## src/rtl/plasma_mem_arbiter.sv

```systemverilog
// Two-master arbiter for the Plasma external memory port: serialises CPU and DMA
// accesses one at a time, round-robin or CPU-priority with a DMA starvation guard.
module plasma_mem_arbiter #(
  parameter int CPU_PRIORITY = 0,
  parameter int STARVE_LIMIT = 4
) (
  input  logic        clk,
  input  logic        reset,
  input  logic        cpu_req,
  input  logic [29:0] cpu_address,
  input  logic [3:0]  cpu_byte_we,
  input  logic [31:0] cpu_data_write,
  output logic [31:0] cpu_data_read,
  output logic        cpu_ack,
  input  logic        dma_req,
  input  logic [29:0] dma_address,
  input  logic [3:0]  dma_byte_we,
  input  logic [31:0] dma_data_write,
  output logic [31:0] dma_data_read,
  output logic        dma_ack,
  output logic [29:0] address,
  output logic [3:0]  byte_we,
  output logic [31:0] data_write,
  input  logic [31:0] data_read,
  input  logic        mem_pause_in,
  output logic        busy
);

  typedef enum logic {IDLE, ACCESS} state_t;

  localparam logic [3:0] LIMIT = 4'(STARVE_LIMIT);

  state_t      state_q, state_d;
  logic        grant_q, grant_d;            // 1 = DMA owns the current access
  logic        last_grant_q, last_grant_d;  // 1 = DMA completed last
  logic [3:0]  starve_cnt_q, starve_cnt_d;
  logic [29:0] address_q, address_d;
  logic [3:0]  byte_we_q, byte_we_d;
  logic [31:0] data_write_q, data_write_d;
  logic [31:0] cpu_data_read_q, cpu_data_read_d;
  logic [31:0] dma_data_read_q, dma_data_read_d;
  logic        cpu_ack_q, cpu_ack_d;
  logic        dma_ack_q, dma_ack_d;
  logic        busy_q, busy_d;
  logic        pick_dma;

  always_ff @(posedge clk or posedge reset) begin
    if (reset) begin
      state_q         <= IDLE;
      grant_q         <= 1'b0;
      last_grant_q    <= 1'b1;
      starve_cnt_q    <= 4'd0;
      address_q       <= 30'd0;
      byte_we_q       <= 4'd0;
      data_write_q    <= 32'd0;
      cpu_data_read_q <= 32'd0;
      dma_data_read_q <= 32'd0;
      cpu_ack_q       <= 1'b0;
      dma_ack_q       <= 1'b0;
      busy_q          <= 1'b0;
    end else begin
      state_q         <= state_d;
      grant_q         <= grant_d;
      last_grant_q    <= last_grant_d;
      starve_cnt_q    <= starve_cnt_d;
      address_q       <= address_d;
      byte_we_q       <= byte_we_d;
      data_write_q    <= data_write_d;
      cpu_data_read_q <= cpu_data_read_d;
      dma_data_read_q <= dma_data_read_d;
      cpu_ack_q       <= cpu_ack_d;
      dma_ack_q       <= dma_ack_d;
      busy_q          <= busy_d;
    end
  end

  // Tie-break: priority mode yields to DMA only once the guard has saturated.
  always_comb begin
    pick_dma = dma_req;
    if (cpu_req && dma_req) begin
      if (CPU_PRIORITY != 0) pick_dma = (starve_cnt_q == LIMIT);
      else                   pick_dma = ~last_grant_q;
    end
  end

  always_comb begin
    state_d         = state_q;
    grant_d         = grant_q;
    last_grant_d    = last_grant_q;
    starve_cnt_d    = starve_cnt_q;
    address_d       = address_q;
    byte_we_d       = byte_we_q;
    data_write_d    = data_write_q;
    cpu_data_read_d = cpu_data_read_q;
    dma_data_read_d = dma_data_read_q;
    cpu_ack_d       = 1'b0;
    dma_ack_d       = 1'b0;
    busy_d          = busy_q;
    case (state_q)
      IDLE: begin
        if (cpu_req || dma_req) begin
          grant_d      = pick_dma;
          address_d    = pick_dma ? dma_address    : cpu_address;
          byte_we_d    = pick_dma ? dma_byte_we    : cpu_byte_we;
          data_write_d = pick_dma ? dma_data_write : cpu_data_write;
          busy_d       = 1'b1;
          state_d      = ACCESS;
        end
      end
      ACCESS: begin
        if (!mem_pause_in) begin
          if (grant_q) begin
            dma_data_read_d = data_read;
            dma_ack_d       = 1'b1;
            starve_cnt_d    = 4'd0;
          end else begin
            cpu_data_read_d = data_read;
            cpu_ack_d       = 1'b1;
            // Count CPU wins that happened while DMA was waiting.
            if (!dma_req)                   starve_cnt_d = 4'd0;
            else if (starve_cnt_q != LIMIT) starve_cnt_d = starve_cnt_q + 4'd1;
          end
          last_grant_d = grant_q;
          byte_we_d    = 4'd0;
          busy_d       = 1'b0;
          state_d      = IDLE;
        end
      end
      default: state_d = IDLE;
    endcase
  end

  assign cpu_data_read = cpu_data_read_q;
  assign dma_data_read = dma_data_read_q;
  assign cpu_ack       = cpu_ack_q;
  assign dma_ack       = dma_ack_q;
  assign address       = address_q;
  assign byte_we       = byte_we_q;
  assign data_write    = data_write_q;
  assign busy          = busy_q;

endmodule

```

## config.mk

```make
export PLATFORM = sky130hd
export DESIGN_NAME = plasma_mem_arbiter
export DESIGN_NICKNAME = d
export VERILOG_FILES = /design/src/rtl/plasma_mem_arbiter.sv
export SDC_FILE = /design/constraint.sdc
export NUM_CORES = 1
export LEC_CHECK = 0
export ABC_AREA = 1
export CAP_MARGIN = 20
export CORE_ASPECT_RATIO = 0.9
export CORE_MARGIN = 10
export CORE_UTILIZATION = 50
export CTS_BUF_LIST = sky130_fd_sc_hd__clkbuf_4
export DETAILED_ROUTE_END_ITERATION = 16
export DONT_BUFFER_PORTS = 1
export PLACE_DENSITY = 0.72
export RECOVER_POWER = 100
export SKIP_LAST_GASP = 1
export SYNTH_ARGS = -nofsm -noshare
export SYNTH_HDL_FRONTEND = slang
export SYNTH_SLANG_ARGS = --single-unit
```

## constraint.sdc

```tcl
create_clock -name clk -period 6.6 [get_ports clk]
set_input_delay 0.99 -clock clk [delete_from_list [all_inputs] [get_ports clk]]
set_output_delay 0.99 -clock clk [all_outputs]
set_load 0.02 [all_outputs]
```

==> summary.txt <==
Site Rows -> 39
Final Cell Area -> 0.006655 mm²
Tot Pwr -> 2630 µW
Die area -> 0.01775 mm²
Root Driver -> clkbuf_4
Top-area cell type share of the netlist area -> 0.5272
Via count -> 5083
Hold WC Path Type -> reg2reg
Cell family with most CP delay -> compound AO/OA/AOI/OAI gates
Syn Inst Count -> 829
Clock Pin Slew Worst Setup and Hold Paths -> 0.12 ns
YS warnings -> 0
Max Clock Skew -> 0.01058 ns
Met1 usage -> 0.2332
Fillers -> 1217
Fin crit period -> 4.014 ns
CTS buffer count -> 17
Slew headroom -> -1.356
Met3 usage -> 0.1163
Hold_buf cts -> 0
Critical Path End Type -> register
Leading area contributor after synthesis -> dfrtp_1
Drt wl/cell -> 18.71 µm
Initial DRC count -> 330
Die H -> 127.4 µm
Post-layout net count -> 974
Grt ovf -> 0
Drc violations -> 0
Failing checks -> capacitance limit, slew limit
Area growth, synth to finish -> 3.866%
Slew @ Worst Pin -> 3.496 ns
Core area -> 0.01264 mm²
Worst path bufs/invs -> 1
Post-CTS Setup Inserts -> 0
# port buffers -> 0
Final wirelength -> 18390 µm
Avg Cell Area, Syn -> 7.729 µm²
Setup slack after layout -> 2.586 ns
Routability congestion estimate -> 0.8022
PD cells -> 395.3 mW/mm²
Final core area utilization -> 0.5266
CP cell instances -> o21ai_0, buf_4, nand2_1, nand2_1
Clk buf depth -> 2
Number of top-level pins -> 302
Initial Util -> 0.5070
Fmax -> 0.2492 GHz
Unrepaired setup endpoints after global routing -> false
Clk sink count -> 136
Cell area after synthesis -> 0.006407 mm²
GRT Total Usage -> 0.2006
Tcrit/Tclk final -> 0.6081
Critical Setup Path Class -> in2reg
Max Transition Viols Final -> 305
Sequential-to-total area share from yosys stat -> 0.5313
Yosys reg bits -> 136
Post-CTS sizing -> 0
Netlist cell types -> 17
Peak VDD IR -> 0.0001614 V
CTS tree -> yes
Crit-path max cell delay -> 2.58 ns
Lkg Pwr -> 0.003888 µW
Synthesized net count -> 998
Initial antenna violation count -> 1
CP max-delay cell -> o21ai_0
Clk Latency, worst-skew pair -> 0.54 ns
Largest net degree at the start of global routing -> 73
GR peak layer -> met2
Vias in the first global route -> 5060
Maximum level of the CTS H-tree -> 4
Total Neg Setup Slack -> 0 ns
Crit path top cell by count -> nand2_1
Die W -> 139.3 µm
Max_cap viols -> 5
Layout cell share with drive strength beyond 1 -> 0.05012
Arrival time worst endpoint -> 4.50 ns
Area after DPL -> 0.006407 mm²
Routed vias/inst -> 5.171
First-pass GRT wire length -> 28520 µm
Dpl ws -> 3.717 ns
ANT nets after route -> 0
Endpoints failing hold -> 0
Worst path required time -> 7.09 ns
Synth area leaders -> dfrtp_1 53%, nand2_1 16%, nand3_1 11%
Crit-path max FO -> 69
Crit start category -> input port
Final Setup Violations -> 0
Detailed-router iteration count before antenna repair -> 5
Met2 GRT Util -> 0.3104
Run status -> finished with violations
Final HPWL DP -> 13350 µm
## routing by layer
| layer | vias to the layer above | share of wire |
|---|---|---|
| li1 | 2458 | - |
| met4 | 0 | 0.012 |
| met3 | 19 | 0.13 |
| met2 | 248 | 0.48 |
| met5 | - | 0 |
| met1 | 2358 | 0.38 |
## path summary, 6_finish.rpt
path	from	slack (ns)	cells after the start	endpoint
max	dma_req	2.59	4	data_write[11]
min	last_grant_q	0.50	2	last_grant_q
max reg2reg	state_q	3.62	5	dma_data_read[8]
min reg2reg	last_grant_q	0.50	2	last_grant_q
max in group asynchronous	reset	2.85	2	grant_q
min in group asynchronous	reset	1.08	1	dma_data_read[4]
## per-stage QoR
step           hold slack, ns  std cells
2_1_floorplan          0.4437        829
3_3_place_gp           0.4737        949
3_5_place_dp           0.4868        949
4_1_cts                0.3406        981
5_1_grt                0.5090        983
6_report               0.4957        983
## cells in the mapped netlist, drive strengths merged
library cell    n
a21oi           1
buf            39
clkbuf         11
dfrtp         135
dfstp           1
inv           169
nand2         267
nand3         136
nor2            4
o21ai          66
## state kept, by name, summed over array words and instances (netlist names)
signal / flops
busy: 1
dma_ack: 1
address: 30
cpu_ack: 1
dma_data_read: 32
grant_q: 1
state_q: 1
cpu_data_read: 32
last_grant_q: 1
data_write: 32
byte_we: 4
## placed cells by master (no fill, tap or decap), types with 4 or more instances in the layout
master / netlist / layout
bufinv_16: 0 / 4
nand2_1: 267 / 263
dfrtp_1: 135 / 135
buf_4: 7 / 4
nand3_1: 136 / 136
o21ai_0: 35 / 66
nand2_2: 0 / 4
clkbuf_4: 0 / 18
inv_1: 168 / 168
## cell families after synthesis
logic type             after synthesis  synth area share
and+or+nand+nor                    407            0.2658
buffers and inverters              219            0.1424
DFF                                136            0.5313
AOI/OAI and AO/OA                   67           0.06053
## worst register-to-register path: stages (launching register included)
cell	delay, ns
dfrtp_1	0.45
inv_1	0.13
nor2_1	0.09
nand2_2	0.05
clkbuf_1	1.72
o21ai_0	0.32
## power by group
group	switching [µW]	leakage [µW]	internal, µW
clock	309	0.000165	301
sequential	543	0.00167	1080
combinational	251	0.00205	144
total	1100	0.00389	1530
## final cells by class
type	count	area [µm²]	area share
well taps	164	205.2	0.03083
inverters	169	635.6	0.09551
multi-input cells	474	2051	0.3081
clock buffers	18	135.1	0.02030
repair buffers	7	42.54	0.006392
flip-flops and latches	136	3405	0.5116
clock inverters	14	178.9	0.02688
diodes	1	2.502	0.0003760
(Power assumes the default switching activity.)
